$ cat src/rtl/sram_arb_pkg.sv
// Shared constants for the two-port SRAM arbiter: FSM encoding, owner ids, default widths.
package sram_arb_pkg;

  localparam int AW_DEF = 10;
  localparam int DW_DEF = 32;

  localparam logic [1:0] IDLE  = 2'd0;
  localparam logic [1:0] ISSUE = 2'd1;
  localparam logic [1:0] RESP  = 2'd2;

  localparam logic OWN_I = 1'b0;
  localparam logic OWN_D = 1'b1;

endpackage

$ cat src/rtl/sram_arbiter_if.sv
// Requester and SRAM-side bus of the arbiter; the arbiter uses the slave modport,
// the requesters/SRAM (or a bench) use the master modport.
interface sram_arbiter_if import sram_arb_pkg::*; #(
  parameter int AW = AW_DEF,
  parameter int DW = DW_DEF
);

  logic              i_req;
  logic [AW-1:0]     i_addr;
  logic              i_ack;
  logic [DW-1:0]     i_rdata;
  logic              d_req;
  logic [AW-1:0]     d_addr;
  logic [DW-1:0]     d_wd;
  logic [DW/8-1:0]   d_wen;
  logic              d_ack;
  logic [DW-1:0]     d_rdata;
  logic [AW-1:0]     m_a;
  logic [DW-1:0]     m_wd;
  logic [DW/8-1:0]   m_wen;
  logic              m_inp_rdy;
  logic              m_otp_rdy;
  logic [DW-1:0]     m_rd;

  modport slave (
    input  i_req, i_addr, d_req, d_addr, d_wd, d_wen, m_otp_rdy, m_rd,
    output i_ack, i_rdata, d_ack, d_rdata, m_a, m_wd, m_wen, m_inp_rdy
  );

  modport master (
    output i_req, i_addr, d_req, d_addr, d_wd, d_wen, m_otp_rdy, m_rd,
    input  i_ack, i_rdata, d_ack, d_rdata, m_a, m_wd, m_wen, m_inp_rdy
  );

endinterface

$ cat src/rtl/sram_arb_pick.sv
// Two-way request picker. Round-robin on last_owner by default; with
// SRAM_ARB_FIXED_PRIO_EN defined the data port always wins a tie.
module sram_arb_pick import sram_arb_pkg::*; (
  input  logic i_req,
  input  logic d_req,
`ifndef SRAM_ARB_FIXED_PRIO_EN
  input  logic last_owner,
`endif
  output logic grant_d,
  output logic any
);

  // Winner selection; grant_d is only meaningful while any=1.
  always_comb begin
    any = i_req | d_req;
`ifdef SRAM_ARB_FIXED_PRIO_EN
    grant_d = d_req;
`else
    grant_d = d_req & (~i_req | (last_owner == OWN_I));
`endif
  end

endmodule

$ cat src/rtl/sram_arbiter.sv
// Arbiter/sequencer in front of a single-port SRAM: IDLE -> ISSUE -> RESP, leaving an idle
// cycle between strobes. SRAM_ARB_FIXED_PRIO_EN selects fixed data-port priority.
module sram_arbiter import sram_arb_pkg::*; #(
  parameter int AW = AW_DEF,
  parameter int DW = DW_DEF
) (
  input  logic          clk,
  input  logic          rst,
  sram_arbiter_if.slave bus
);

  localparam int BW = DW / 8;

  logic [1:0]    state_r;
  logic          owner_r;
  logic [AW-1:0] a_r;
  logic [DW-1:0] wd_r;
  logic [BW-1:0] wen_r;
  logic          grant_d_s;
  logic          any_s;
  logic          is_write_s;
  logic          resp_done_s;

`ifndef SRAM_ARB_FIXED_PRIO_EN
  logic          last_owner_r;
`endif

  sram_arb_pick u_pick (
    .i_req      (bus.i_req),
    .d_req      (bus.d_req),
`ifndef SRAM_ARB_FIXED_PRIO_EN
    .last_owner (last_owner_r),
`endif
    .grant_d    (grant_d_s),
    .any        (any_s)
  );

  // A write completes without waiting; a read waits for the SRAM's valid flag.
  assign is_write_s  = |wen_r;
  assign resp_done_s = (state_r == RESP) && (is_write_s || bus.m_otp_rdy);

  // Sequencer state and latched access; requester inputs are only looked at in IDLE.
  always_ff @(posedge clk) begin
    if (rst) begin
      state_r <= IDLE;
      owner_r <= OWN_I;
      a_r     <= '0;
      wd_r    <= '0;
      wen_r   <= '0;
`ifndef SRAM_ARB_FIXED_PRIO_EN
      last_owner_r <= OWN_D;
`endif
    end else begin
      case (state_r)
        IDLE: begin
          if (any_s) begin
            state_r <= ISSUE;
            owner_r <= grant_d_s ? OWN_D : OWN_I;
            a_r     <= grant_d_s ? bus.d_addr : bus.i_addr;
            wd_r    <= grant_d_s ? bus.d_wd : '0;
            wen_r   <= grant_d_s ? bus.d_wen : '0;
`ifndef SRAM_ARB_FIXED_PRIO_EN
            last_owner_r <= grant_d_s ? OWN_D : OWN_I;
`endif
          end
        end
        ISSUE: state_r <= RESP;
        RESP: begin
          if (resp_done_s) begin
            state_r <= IDLE;
          end
        end
        default: state_r <= IDLE;
      endcase
    end
  end

  // Strobe and acks are gated by rst so an access caught by reset never reaches the SRAM or a requester.
  assign bus.m_inp_rdy = ~rst && (state_r == ISSUE);
  assign bus.i_ack     = ~rst && resp_done_s && (owner_r == OWN_I);
  assign bus.d_ack     = ~rst && resp_done_s && (owner_r == OWN_D);
  assign bus.i_rdata   = bus.m_rd;
  assign bus.d_rdata   = bus.m_rd;
  assign bus.m_a       = a_r;
  assign bus.m_wd      = wd_r;
  assign bus.m_wen     = wen_r;

endmodule
$ cat src/flat_wrapper.sv
// flat-port wrapper written by rule: the top's interface ports become plain ports
module sram_arbiter_flat import sram_arb_pkg::*;
#(
  parameter int AW = AW_DEF,
  parameter int DW = DW_DEF
)
  (clk, rst, bus_i_req, bus_i_addr, bus_d_req, bus_d_addr, bus_d_wd, bus_d_wen, bus_m_otp_rdy, bus_m_rd, bus_i_ack, bus_i_rdata, bus_d_ack, bus_d_rdata, bus_m_a, bus_m_wd, bus_m_wen, bus_m_inp_rdy);
  sram_arbiter_if #(.AW(AW), .DW(DW)) bus_i ();
  input  logic clk;
  input  logic rst;
  input wire logic [$bits(bus_i.i_req)-1:0] bus_i_req;
  input wire logic [$bits(bus_i.i_addr)-1:0] bus_i_addr;
  input wire logic [$bits(bus_i.d_req)-1:0] bus_d_req;
  input wire logic [$bits(bus_i.d_addr)-1:0] bus_d_addr;
  input wire logic [$bits(bus_i.d_wd)-1:0] bus_d_wd;
  input wire logic [$bits(bus_i.d_wen)-1:0] bus_d_wen;
  input wire logic [$bits(bus_i.m_otp_rdy)-1:0] bus_m_otp_rdy;
  input wire logic [$bits(bus_i.m_rd)-1:0] bus_m_rd;
  output wire logic [$bits(bus_i.i_ack)-1:0] bus_i_ack;
  output wire logic [$bits(bus_i.i_rdata)-1:0] bus_i_rdata;
  output wire logic [$bits(bus_i.d_ack)-1:0] bus_d_ack;
  output wire logic [$bits(bus_i.d_rdata)-1:0] bus_d_rdata;
  output wire logic [$bits(bus_i.m_a)-1:0] bus_m_a;
  output wire logic [$bits(bus_i.m_wd)-1:0] bus_m_wd;
  output wire logic [$bits(bus_i.m_wen)-1:0] bus_m_wen;
  output wire logic [$bits(bus_i.m_inp_rdy)-1:0] bus_m_inp_rdy;
  assign bus_i.i_req = bus_i_req;
  assign bus_i.i_addr = bus_i_addr;
  assign bus_i.d_req = bus_d_req;
  assign bus_i.d_addr = bus_d_addr;
  assign bus_i.d_wd = bus_d_wd;
  assign bus_i.d_wen = bus_d_wen;
  assign bus_i.m_otp_rdy = bus_m_otp_rdy;
  assign bus_i.m_rd = bus_m_rd;
  assign bus_i_ack = bus_i.i_ack;
  assign bus_i_rdata = bus_i.i_rdata;
  assign bus_d_ack = bus_i.d_ack;
  assign bus_d_rdata = bus_i.d_rdata;
  assign bus_m_a = bus_i.m_a;
  assign bus_m_wd = bus_i.m_wd;
  assign bus_m_wen = bus_i.m_wen;
  assign bus_m_inp_rdy = bus_i.m_inp_rdy;
  sram_arbiter #(.AW(AW), .DW(DW)) u_core (.clk(clk), .rst(rst), .bus(bus_i));
endmodule
$ cat config.mk
export PLATFORM = sky130hd
export DESIGN_NAME = sram_arbiter_flat
export DESIGN_NICKNAME = d
export VERILOG_FILES = /design/src/rtl/sram_arb_pkg.sv /design/src/rtl/sram_arbiter_if.sv /design/src/rtl/sram_arb_pick.sv /design/src/rtl/sram_arbiter.sv /design/src/flat_wrapper.sv
export SDC_FILE = /design/constraint.sdc
export NUM_CORES = 1
export LEC_CHECK = 0
export CAP_MARGIN = 0
export CORE_ASPECT_RATIO = 1.25
export CORE_MARGIN = 10
export CORE_UTILIZATION = 34
export DETAILED_ROUTE_END_ITERATION = 12
export GPL_TIMING_DRIVEN = 0
export PLACE_DENSITY = 0.87
export SLEW_MARGIN = 20
export SYNTH_ARGS = -nofsm -noshare
export SYNTH_HDL_FRONTEND = slang
export SYNTH_SLANG_ARGS = --single-unit
$ cat constraint.sdc
create_clock -name clk -period 2.1 [get_ports clk]
set_clock_uncertainty 0.05 [all_clocks]
set_input_delay 0.42 -clock clk [delete_from_list [all_inputs] [get_ports clk]]
set_output_delay 0.42 -clock clk [all_outputs]
set_load 0.02 [all_outputs]
# --- Word level (Yosys, flattened, before mapping) ---
# Cells that the tools add are included.
classes:
  bitwise_logic: 7
  n_eq_ne: 4
  n_reduce_logical: 10
  n_mux: 7
op_table:
  columns: ["operator", "n"]
  rows:
  - ["32-bit 2-to-1 mux", 1]
  - ["10-bit 2-to-1 mux", 1]
  - ["2-bit one-hot mux with 3 select lines", 1]
  - ["1-bit logical AND", 5]
  - ["2-bit 2-to-1 mux", 2]
  - ["4-bit 2-to-1 mux", 1]
  - ["2-bit by 1-bit inequality test with 1-bit output (second input constant)", 2]
  - ["1-bit NOT", 4]
  - ["2-bit AND reduction", 2]
  - ["4-bit OR reduction", 1]
  - ["2-bit by 1-bit == test with 1-bit output (second input constant)", 1]
  - ["2-bit == test (second input constant)", 1]
  - ["2-bit zero test", 1]
  - ["1-bit bitwise OR", 2]
  - ["1-bit bitwise AND", 1]
  - ["1-bit logical OR", 1]
  - ["1-bit 2-to-1 mux", 1]
word_totals:
  out_inout_bits: 113
  reg_bits: 50
  inputBits: 93
  word_cells: 34

# --- Logic depth before layout (Yosys ltp) ---
# Gate-level depths: netlist of the first run.
depth:
  depth_word: 5
  depth_mapped: 5
  mapped_depth_nobuf: 3

# --- By module ---
# A second synthesis of the first run with hierarchy kept.
unflattened:
  hier_cells: 291
  area_unflattened_um2: 2419.8
modules_own_cells:
  columns: ["module", "n_inst", "seq_area_each_um2", "area_per_inst_um2", "cells_per_inst"]
  rows:
  - ["sram_arbiter", 1, 1001.0, 2406.1, 289]
  - ["sram_arb_pick", 1, 0.0, 13.8, 2]

# --- Worst setup path before layout of the first run ---
# Ideal clock, no wire load.
synth_path:
  kind: "input to output"
  startpoint: "input rst"
  endpoint: "output bus_i_ack"
  path_slack_ps: -111
  arrival_ps: 1741
  required_time_ps: 1630
  cell_stages: 2
  n_path_buf: 1
  cell_sequence: "clkbuf_1 -> a2111oi_0"
synth_between:
  elab_chain_len: 3
synth_lines:
  columns: ["element", "line_no", "rtl"]
  rows:
  - ["start, declared", "flat_wrapper.sv:10", "input logic rst;"]
  - ["1-bit NOT", "sram_arbiter.sv:80", "assign bus.i_ack = ~rst && resp_done_s && (owner_r == OWN_I);"]
  - ["1-bit logical AND (2 in series)", "sram_arbiter.sv:80", null]
  - ["end, declared", "flat_wrapper.sv:19", "output wire logic [$bits(bus_i.i_ack)-1:0] bus_i_ack;"]
# Every way passes these cells.

# --- Worst setup path in the final report of the first run ---
layout_path:
  startpoint: "input bus_m_otp_rdy"
  endpoint: "output bus_d_ack"
layout_between:
  elab_chain_len: 4
layout_lines:
  columns: ["element", "line_no", "rtl"]
  rows:
  - ["start, declared", "flat_wrapper.sv:17", "input wire logic [$bits(bus_i.m_otp_rdy)-1:0] bus_m_otp_rdy;"]
  - ["1-bit logical OR", "sram_arbiter.sv:40", "assign resp_done_s = (state_r == RESP) && (is_write_s || bus.m_otp_rdy);"]
  - ["1-bit logical AND", "sram_arbiter.sv:40", null]
  - ["1-bit logical AND (2 in series)", "sram_arbiter.sv:81", "assign bus.d_ack = ~rst && resp_done_s && (owner_r == OWN_D);"]
  - ["end, declared", "flat_wrapper.sv:21", "output wire logic [$bits(bus_i.d_ack)-1:0] bus_d_ack;"]
# Every way passes these cells.

==> results of run 1 <==
## cell usage in the layout (no fill, tap or decap), types with 2 or more instances in the layout
master | synthesis | layout
sky130_fd_sc_hd__clkbuf_8 | 0 | 5
sky130_fd_sc_hd__a22o_2 | 27 | 27
sky130_fd_sc_hd__or2_1 | 2 | 2
sky130_fd_sc_hd__clkdlybuf4s50_1 | 0 | 169
sky130_fd_sc_hd__buf_2 | 4 | 5
sky130_fd_sc_hd__nand2_1 | 22 | 22
sky130_fd_sc_hd__buf_6 | 4 | 4
sky130_fd_sc_hd__a311oi_1 | 10 | 10
sky130_fd_sc_hd__nor2_1 | 4 | 4
sky130_fd_sc_hd__dfxtp_1 | 50 | 50
sky130_fd_sc_hd__clkbuf_1 | 5 | 5
sky130_fd_sc_hd__a22o_1 | 9 | 9
sky130_fd_sc_hd__clkinvlp_4 | 0 | 2
sky130_fd_sc_hd__o21ai_0 | 2 | 2
sky130_fd_sc_hd__a21oi_1 | 11 | 11
sky130_fd_sc_hd__buf_4 | 64 | 64
## cell families (layout without fill, tap and decap cells)
| logic type | Yosys count | after routing | synth area share, % |
|---|---|---|---|
| DFF | 50 | 50 | 43.9 |
| buffers and inverters | 77 | 257 | 24.7 |
| AOI/OAI and AO/OA | 64 | 64 | 23.9 |
| and+or+nand+nor | 36 | 36 | 7.51 |
## power by group through the flow
stage / sequential (mW) / clock, mW / combinational [mW]
final: 1.06 / 0.671 / 0.846
after global routing: 1.07 / 0.735 / 0.902
after CTS: 1.06 / 0.696 / 0.855
after detailed placement: 1.08 / 0 / 0.855
after global placement: 1.07 / 0 / 0.840
after floorplan: 1.15 / 0 / 0.358
## sequential cells by signal, summed over array words and instances (netlist names)
| name | cells |
|---|---|
| u_core.bus.m_a | 10 |
| u_core.bus.m_wd | 32 |
| u_core.bus.m_wen | 4 |
| u_core.last_owner_r | 1 |
| u_core.owner_r | 1 |
| u_core.state_r | 2 |
## area by class of cell
class                   count  share of cell area (%)
clock buffers               5                    1.63
repair buffers            172                    40.5
flip-flops and latches     50                    23.7
well taps                  87                    2.57
plain buffers              77                    13.3
clock inverters             3                    1.06
multi-input cells         100                    17.2
## worst max path at each step
stage | end | slack [ns] | cells after the start
final | bus_d_ack | 0.08 | 5
after global routing | bus_d_ack | -0.01 | 4
after CTS | bus_d_ack | 0.04 | 4
after detailed placement | bus_i_ack | -0.39 | 4
after global placement | bus_i_ack | -0.34 | 4
after floorplan | bus_i_ack | 0.15 | 2
## stage by stage
step           hold slack (ns)  std cells
6_report                 0.432        494
3_5_place_dp             0.410        486
3_3_place_gp             0.406        486
2_1_floorplan            0.409        227
4_1_cts                  0.433        494
5_1_grt                  0.449        494
## per-layer routing
metal	vias to the layer above	wire [µm]	part of all wire [%]	track usage, %
met2	129	4320	51	27.5
met5	-	0	0	0
met1	1045	2720	32	14.0
li1	1091	-	-	-
met4	0	155	1.8	5.15
met3	10	1280	15	8.94
## worst register-to-register path, delay by kind of cell, from the launching register on
kind	cells	cell delay, ns
compound gates	2	0.40
buf+inv	1	0.44
flops	1	0.34
simple gates	1	0.23
## what timing repair did
item	in CTS	in global routing
cloned	0	0
endpoints found under the hold margin	0	0
gates resized for setup	7	3
pin swaps	0	0
endpoints found under the setup margin	3	2
==> impl_metrics.py, run 1 <==
metrics = {
    "routing": {
        "wirelength_um": 8470,
        "routed-via-count": 2275,
        "remaining_drc_errors": 0,
        "dr.first_iter.drc_count": 58,
        "drtPass1Iterations": 4,
        "route.antenna.remaining_nets": 0,
        "post_drt_wl_per_cell_um": 17.1,
        "via_per_inst": 4.61,
    },
    "setup_path": {
        "cpPeakStageDelay_ns": 0.40,
        "r2r_cells": 4,
        "criticalPathCategory": "in -> out",
        "critPathArrivalTime_ns": 1.55,
        "critPathSlowestCell": "sky130_fd_sc_hd__clkdlybuf4s50_1",
        "worstPathCellList": "clkdlybuf4s50_1 > nor2_1 > nand2_1 > and3_1 > clkdlybuf4s15_1",
        "crit_start": "bus_m_otp_rdy",
        "path_max_fanout": 3,
        "critPathBufInv": 2,
        "r2r-end": "u_core.bus.m_a[8]",
        "worst-r2r-setup-slack_ns": 0.55,
        "worst_r2r_startpoint": "u_core.state_r[1]",
        "worst-endpoint-required_ns": 1.63,
        "crit_family": "buffers and inverters",
        "critical_path.endpoint_type": "primary output",
        "critPathLaunchType": "input pin",
    },
    "pwr": {
        "clockPowerShare_pct": 26.1,
        "power_frac_seq_pct": 41.1,
        "netSwitchingPower_mw": 0.732,
        "leakage_nw": 1.73,
        "p_total_mw": 2.57,
        "p_per_area_nw_per_um2": 608,
        "comb_power_share_pct": 32.9,
        "irDropWorstVdd_v": 0.000350,
        "swShare_pct": 28.4,
        "power_report.internal_total_mw": 1.84,
    },
    "yosys": {
        "yosys_warnings": 0,
        "async_flop_share_pct": 0,
        "synth_most_common_cell": "sky130_fd_sc_hd__buf_4",
        "synth_top_cell_by_area": "sky130_fd_sc_hd__dfxtp_1",
        "synth_edf_count": 0,
        "netlist_top_cells_count": "sky130_fd_sc_hd__buf_4 (64), sky130_fd_sc_hd__dfxtp_1 (50), sky130_fd_sc_hd__a22o_2 (27)",
        "synth.lib_cells_used.distinct": 25,
        "postSynthRegisterBits": 50,
        "nets_in_the_synthesized_netlist": 320,
        "synthFlopType": "sky130_fd_sc_hd__dfxtp_1",
        "yosysSeqAreaShare_pct": 43.9,
        "synthesis.area_um2": 2280,
        "syn-instance-count": 227,
        "synth_area_per_cell_um2": 10.1,
        "synth_top_area_share_pct": 43.9,
        "yosys-top-cells-area": "sky130_fd_sc_hd__dfxtp_1 (44%), sky130_fd_sc_hd__buf_4 (21%), sky130_fd_sc_hd__a22o_2 (12%)",
    },
    "global_route": {
        "grt_pass1_wl_um": 13100,
        "grt_start_max_net_pins": 17,
        "antenna_found_initial": 0,
        "gr-total-overflow": 0,
        "global_route.usage.total_pct": 15.4,
        "number_of_global_route_vias_before_repair": 2605,
    },
    "floorplan": {
        "boundaryPins": 206,
        "fp.coreArea_um2": 6570,
        "die_area_um2": 10400,
        "initial_core_util_pct": 34.8,
        "rows": 33,
        "die_width_um": 93.3,
        "fp.dieH_um": 112,
    },
    "placed_design": {
        "detailed_place_hpwl_um": 7190,
        "pre_cts_slack_ns": -0.390,
        "finalWeightedCongestion": 0.724,
        "io_buffer_count": 172,
        "place_area_um2": 4110,
    },
    "cts": {
        "cts_post_setup_buffers_inserted": 0,
        "clk-insertion-delay-late_ns": 0.30,
        "cts_max_level": 2,
        "tritoncts.num_buffers": 5,
        "cts-root-to-sink-buffers": 2,
        "holdBufCountCts": 0,
        "clock_slew_at_reported_path_ffs_ns": 0.09,
        "clock_sinks": 50,
        "cts_tree": "built",
        "clockRootBuffer": "sky130_fd_sc_hd__clkbuf_8",
    },
    "timing": {
        "fin_setup_tns_ns": 0,
        "timing.final.setup_violations": 0,
        "max_freq_mhz": 495,
        "finalCritPeriodShare_pct": 96.1,
        "postLayoutSetupSlackWorst_ns": 0.0817,
        "unrepaired_setup_endpoints_after_global_routing": "true",
        "finalMaxSlewViolations": 0,
        "slew_headroom_pct": 66.1,
        "timing.final.crit_period_ns": 2.02,
        "hold_viol_final": 0,
        "worst_slew_pin_slew_ns": 0.509,
    },
    "final_layout": {
        "num-nets-final": 499,
        "multi_input_comb_area_um2": 728,
        "layout-area-overhead-vs-synth_pct": 85.4,
        "seqCellArea_um2": 1000,
        "num-fill-cells": 535,
        "num_antenna_cells": 0,
        "final_util_pct": 64.5,
        "post_route_cells_drive_above_1_share_pct": 28.3,
        "fin_area_um2": 4230,
    },
    "min_path": {
        "holdCritPathClass": "reg -> reg",
        "hold_path.startpoint": "u_core.bus.m_wd[14]",
        "holdPathStages": 1,
        "worst_hold_path.endpoint": "u_core.bus.m_wd[14]",
    },
    "job": {
        "number_of_maximum_capacitance_constraint_violations": 0,
    },
    "outcome": {
        "outcome": "finished, final reports clean",
    },
}
Power figures use the tool's default switching activity.
==> run 2, diff against run 1 <==
--- a/config.mk
+++ b/config.mk
@@ -5,14 +5,15 @@
 export SDC_FILE = /design/constraint.sdc
 export NUM_CORES = 1
 export LEC_CHECK = 0
+export ABC_AREA = 1
 export CAP_MARGIN = 0
 export CORE_ASPECT_RATIO = 1.25
 export CORE_MARGIN = 10
-export CORE_UTILIZATION = 34
+export CORE_UTILIZATION = 37
 export DETAILED_ROUTE_END_ITERATION = 12
 export GPL_TIMING_DRIVEN = 0
-export PLACE_DENSITY = 0.87
-export SLEW_MARGIN = 20
+export PLACE_DENSITY = 0.86
+export SETUP_SLACK_MARGIN = 0.15
 export SYNTH_ARGS = -nofsm -noshare
 export SYNTH_HDL_FRONTEND = slang
 export SYNTH_SLANG_ARGS = --single-unit
==> impl_metrics.py, run 2 <==
metrics = {
    "setup_path": {
        "r2r_cells": 6,
        "critPathSlowestCell": "sky130_fd_sc_hd__clkdlybuf4s50_1",
        "crit_start": "rst",
        "cp-endpoint": "bus_i_ack",
        "worst-r2r-setup-slack_ns": 0.75,
        "critPathArrivalTime_ns": 1.42,
        "critical_path.endpoint_type": "primary output",
        "cpPeakStageDelay_ns": 0.47,
        "criticalPathCategory": "in -> out",
        "worst-endpoint-required_ns": 1.63,
        "worstPathCellList": "clkdlybuf4s50_1 > nor3_2 > nand2_1 > nor2_1 > buf_2",
        "path_max_fanout": 4,
        "worst_r2r_startpoint": "u_core.state_r[0]",
        "critPathLaunchType": "input pin",
        "r2r-end": "u_core.bus.m_wd[24]",
    },
    "timing": {
        "max_freq_mhz": 530,
        "worst_slew_pin_slew_ns": 0.465,
        "slew_headroom_pct": 69.0,
        "finalCritPeriodShare_pct": 89.8,
        "finalMaxSlewViolations": 0,
        "fin_setup_tns_ns": 0,
        "hold_viol_final": 0,
        "timing.final.crit_period_ns": 1.89,
        "hold-worst-slack_ns": 0.415,
        "timing.final.setup_violations": 0,
        "unrepaired_setup_endpoints_after_global_routing": "false",
    },
    "global_route": {
        "antenna_found_initial": 0,
        "gr-total-overflow": 0,
        "grt_pass1_wl_um": 15600,
        "grt_start_max_net_pins": 16,
        "number_of_global_route_vias_before_repair": 3093,
        "global_route.usage.total_pct": 16.5,
    },
    "yosys": {
        "synth_top_cell_by_area": "sky130_fd_sc_hd__dfxtp_1",
        "synth_area_per_cell_um2": 6.45,
        "yosysSeqAreaShare_pct": 35.8,
        "async_flop_share_pct": 0,
        "synthFlopType": "sky130_fd_sc_hd__dfxtp_1",
        "nets_in_the_synthesized_netlist": 527,
        "synth_edf_count": 0,
        "netlist_top_cells_count": "sky130_fd_sc_hd__nand2_1 (110), sky130_fd_sc_hd__nor2_1 (73), sky130_fd_sc_hd__buf_4 (66)",
        "syn-instance-count": 434,
        "synth_top_area_share_pct": 35.8,
        "yosys_warnings": 0,
        "postSynthRegisterBits": 50,
        "synthesis.area_um2": 2800,
        "yosys-top-cells-area": "sky130_fd_sc_hd__dfxtp_1 (36%), sky130_fd_sc_hd__buf_4 (18%), sky130_fd_sc_hd__nand2_1 (15%)",
        "synth_most_common_cell": "sky130_fd_sc_hd__nand2_1",
        "synth.lib_cells_used.distinct": 15,
    },
    "final_layout": {
        "layoutNonFillerInstCount": 707,
        "layout_common_cells": "sky130_fd_sc_hd__clkdlybuf4s50_1 (170), sky130_fd_sc_hd__nand2_1 (110), sky130_fd_sc_hd__nor2_1 (73), sky130_fd_sc_hd__buf_4 (66), sky130_fd_sc_hd__inv_1 (61)",
        "max_ffs_per_register": 32,
        "post_route_cells_drive_above_1_share_pct": 15.4,
        "layout.cells.most_common": "sky130_fd_sc_hd__clkdlybuf4s50_1",
        "layout-area-overhead-vs-synth_pct": 70.9,
        "num_antenna_cells": 0,
        "num-nets-final": 707,
        "fin_area_um2": 4780,
    },
    "routing": {
        "via_per_inst": 4.36,
        "post_drt_wl_per_cell_um": 14.1,
        "remaining_drc_errors": 0,
        "routed-via-count": 3079,
        "drtPass1Iterations": 6,
        "dr.first_iter.drc_count": 119,
        "wirelength_um": 9960,
        "route.antenna.remaining_nets": 0,
    },
    "cts": {
        "clk-insertion-delay-late_ns": 0.29,
        "clockRootBuffer": "sky130_fd_sc_hd__clkbuf_8",
        "cts_tree": "built",
        "tritoncts.num_buffers": 5,
        "cts-root-to-sink-buffers": 2,
        "cts_post_setup_buffers_inserted": 0,
        "cts_max_level": 2,
        "clock_sinks": 50,
        "clock_slew_at_reported_path_ffs_ns": 0.08,
        "holdBufCountCts": 0,
    },
    "placed_design": {
        "place_area_um2": 4640,
        "instance_count_after_placement_with_tap_cells_included": 699,
        "io_buffer_count": 173,
        "finalWeightedCongestion": 0.765,
        "detailed_place_hpwl_um": 8570,
    },
    "floorplan": {
        "rows": 35,
        "fp.dieH_um": 117,
        "boundaryPins": 206,
        "die_area_um2": 11500,
        "initial_core_util_pct": 38.0,
        "fp.coreArea_um2": 7360,
        "die_width_um": 97.8,
    },
    "pwr": {
        "leakage_nw": 2.20,
        "p_total_mw": 2.81,
        "swShare_pct": 28.9,
        "power_frac_seq_pct": 37.1,
        "clockPowerShare_pct": 28.9,
        "comb_power_share_pct": 34.0,
        "irDropWorstVdd_v": 0.000295,
        "power_report.internal_total_mw": 2.00,
        "p_per_area_nw_per_um2": 588,
        "netSwitchingPower_mw": 0.812,
    },
    "job": {
        "number_of_maximum_capacitance_constraint_violations": 0,
    },
    "outcome": {
        "outcome": "finished, final reports clean",
    },
    "min_path": {
        "holdCritPathClass": "reg -> reg",
    },
}
run 2: worst min-delay path by stage:
stage / slack [ns] / startpoint / end / cells past startpoint
floorplan: 0.38 / u_core.last_owner_r / u_core.last_owner_r / 2
global placement: 0.39 / u_core.last_owner_r / u_core.last_owner_r / 2
detailed placement: 0.40 / u_core.bus.m_wd[5] / u_core.bus.m_wd[5] / 2
CTS: 0.42 / u_core.bus.m_wd[5] / u_core.bus.m_wd[5] / 2
global route: 0.44 / u_core.bus.m_wd[9] / u_core.bus.m_wd[9] / 2
finish: 0.42 / u_core.bus.m_wd[5] / u_core.bus.m_wd[5] / 2
run 2: final cells by class:
cell class / count / area, µm²
clock buffer: 6 / 82.6
buffer: 85 / 602
multi-input combinational: 237 / 972
sequential: 50 / 1000
fill: 669 / 2570
clock inverter: 2 / 60.1
timing repair buffer: 173 / 1720
inverter: 62 / 233
tap: 92 / 115
run 2: cells by family (layout without fill, tap and decap cells):
kind of cell	Yosys count	in the layout	synth area share, %
AOI/OAI and AO/OA	38	38	6.93
buffers and inverters	147	328	29.8
DFF	50	50	35.8
and+or+nand+nor	199	199	27.5
run 2: per-layer routing:
| layer | vias up | track usage, % | share of wire, % |
|---|---|---|---|
| li1 | 1571 | - | - |
| met2 | 136 | 31.4 | 51 |
| met3 | 4 | 8.22 | 12 |
| met4 | 0 | 2.82 | 0.44 |
| met1 | 1368 | 15.8 | 36 |
| met5 | - | 0 | 0 |
run 2: worst max-delay path: cells and delay by family:
kind	cells	cell delay, ns
and+or+nand+nor	3	0.35
buffers and inverters	2	0.64
run 2: through the flow:
| step | utilization, % | setup slack (ns) |
|---|---|---|
| 6_report | 65.0 | 0.214 |
| 5_1_grt | 65.0 | 0.165 |
| 4_1_cts | 65.0 | 0.156 |
| 3_5_place_dp | 63.1 | -0.321 |
| 3_3_place_gp | 63.1 | -0.302 |
| 2_1_floorplan | - | 0.629 |
run 2: power groups by stage:
stage	clock network (mW)	registers, mW	logic, mW
floorplan	0	1.13	0.460
global placement	0	1.06	0.951
detailed placement	0	1.07	0.969
CTS	0.838	1.04	0.970
global route	0.886	1.05	1.04
finish	0.812	1.04	0.957
run 2: timing repair:
| item | CTS | global route |
|---|---|---|
| gates resized for setup | 11 | 2 |
| pin swaps | 0 | 1 |
| cloned | 0 | 0 |
| endpoints found under the setup margin | 3 | 3 |
==> run 3, diff against run 2 <==
--- a/config.mk
+++ b/config.mk
@@ -14,6 +14,7 @@
 export GPL_TIMING_DRIVEN = 0
 export PLACE_DENSITY = 0.86
 export SETUP_SLACK_MARGIN = 0.15
+export SLEW_MARGIN = 20
 export SYNTH_ARGS = -nofsm -noshare
 export SYNTH_HDL_FRONTEND = slang
 export SYNTH_SLANG_ARGS = --single-unit
==> results of run 3 <==
The final DEF is identical to that of run 2; final timing and power are the same.
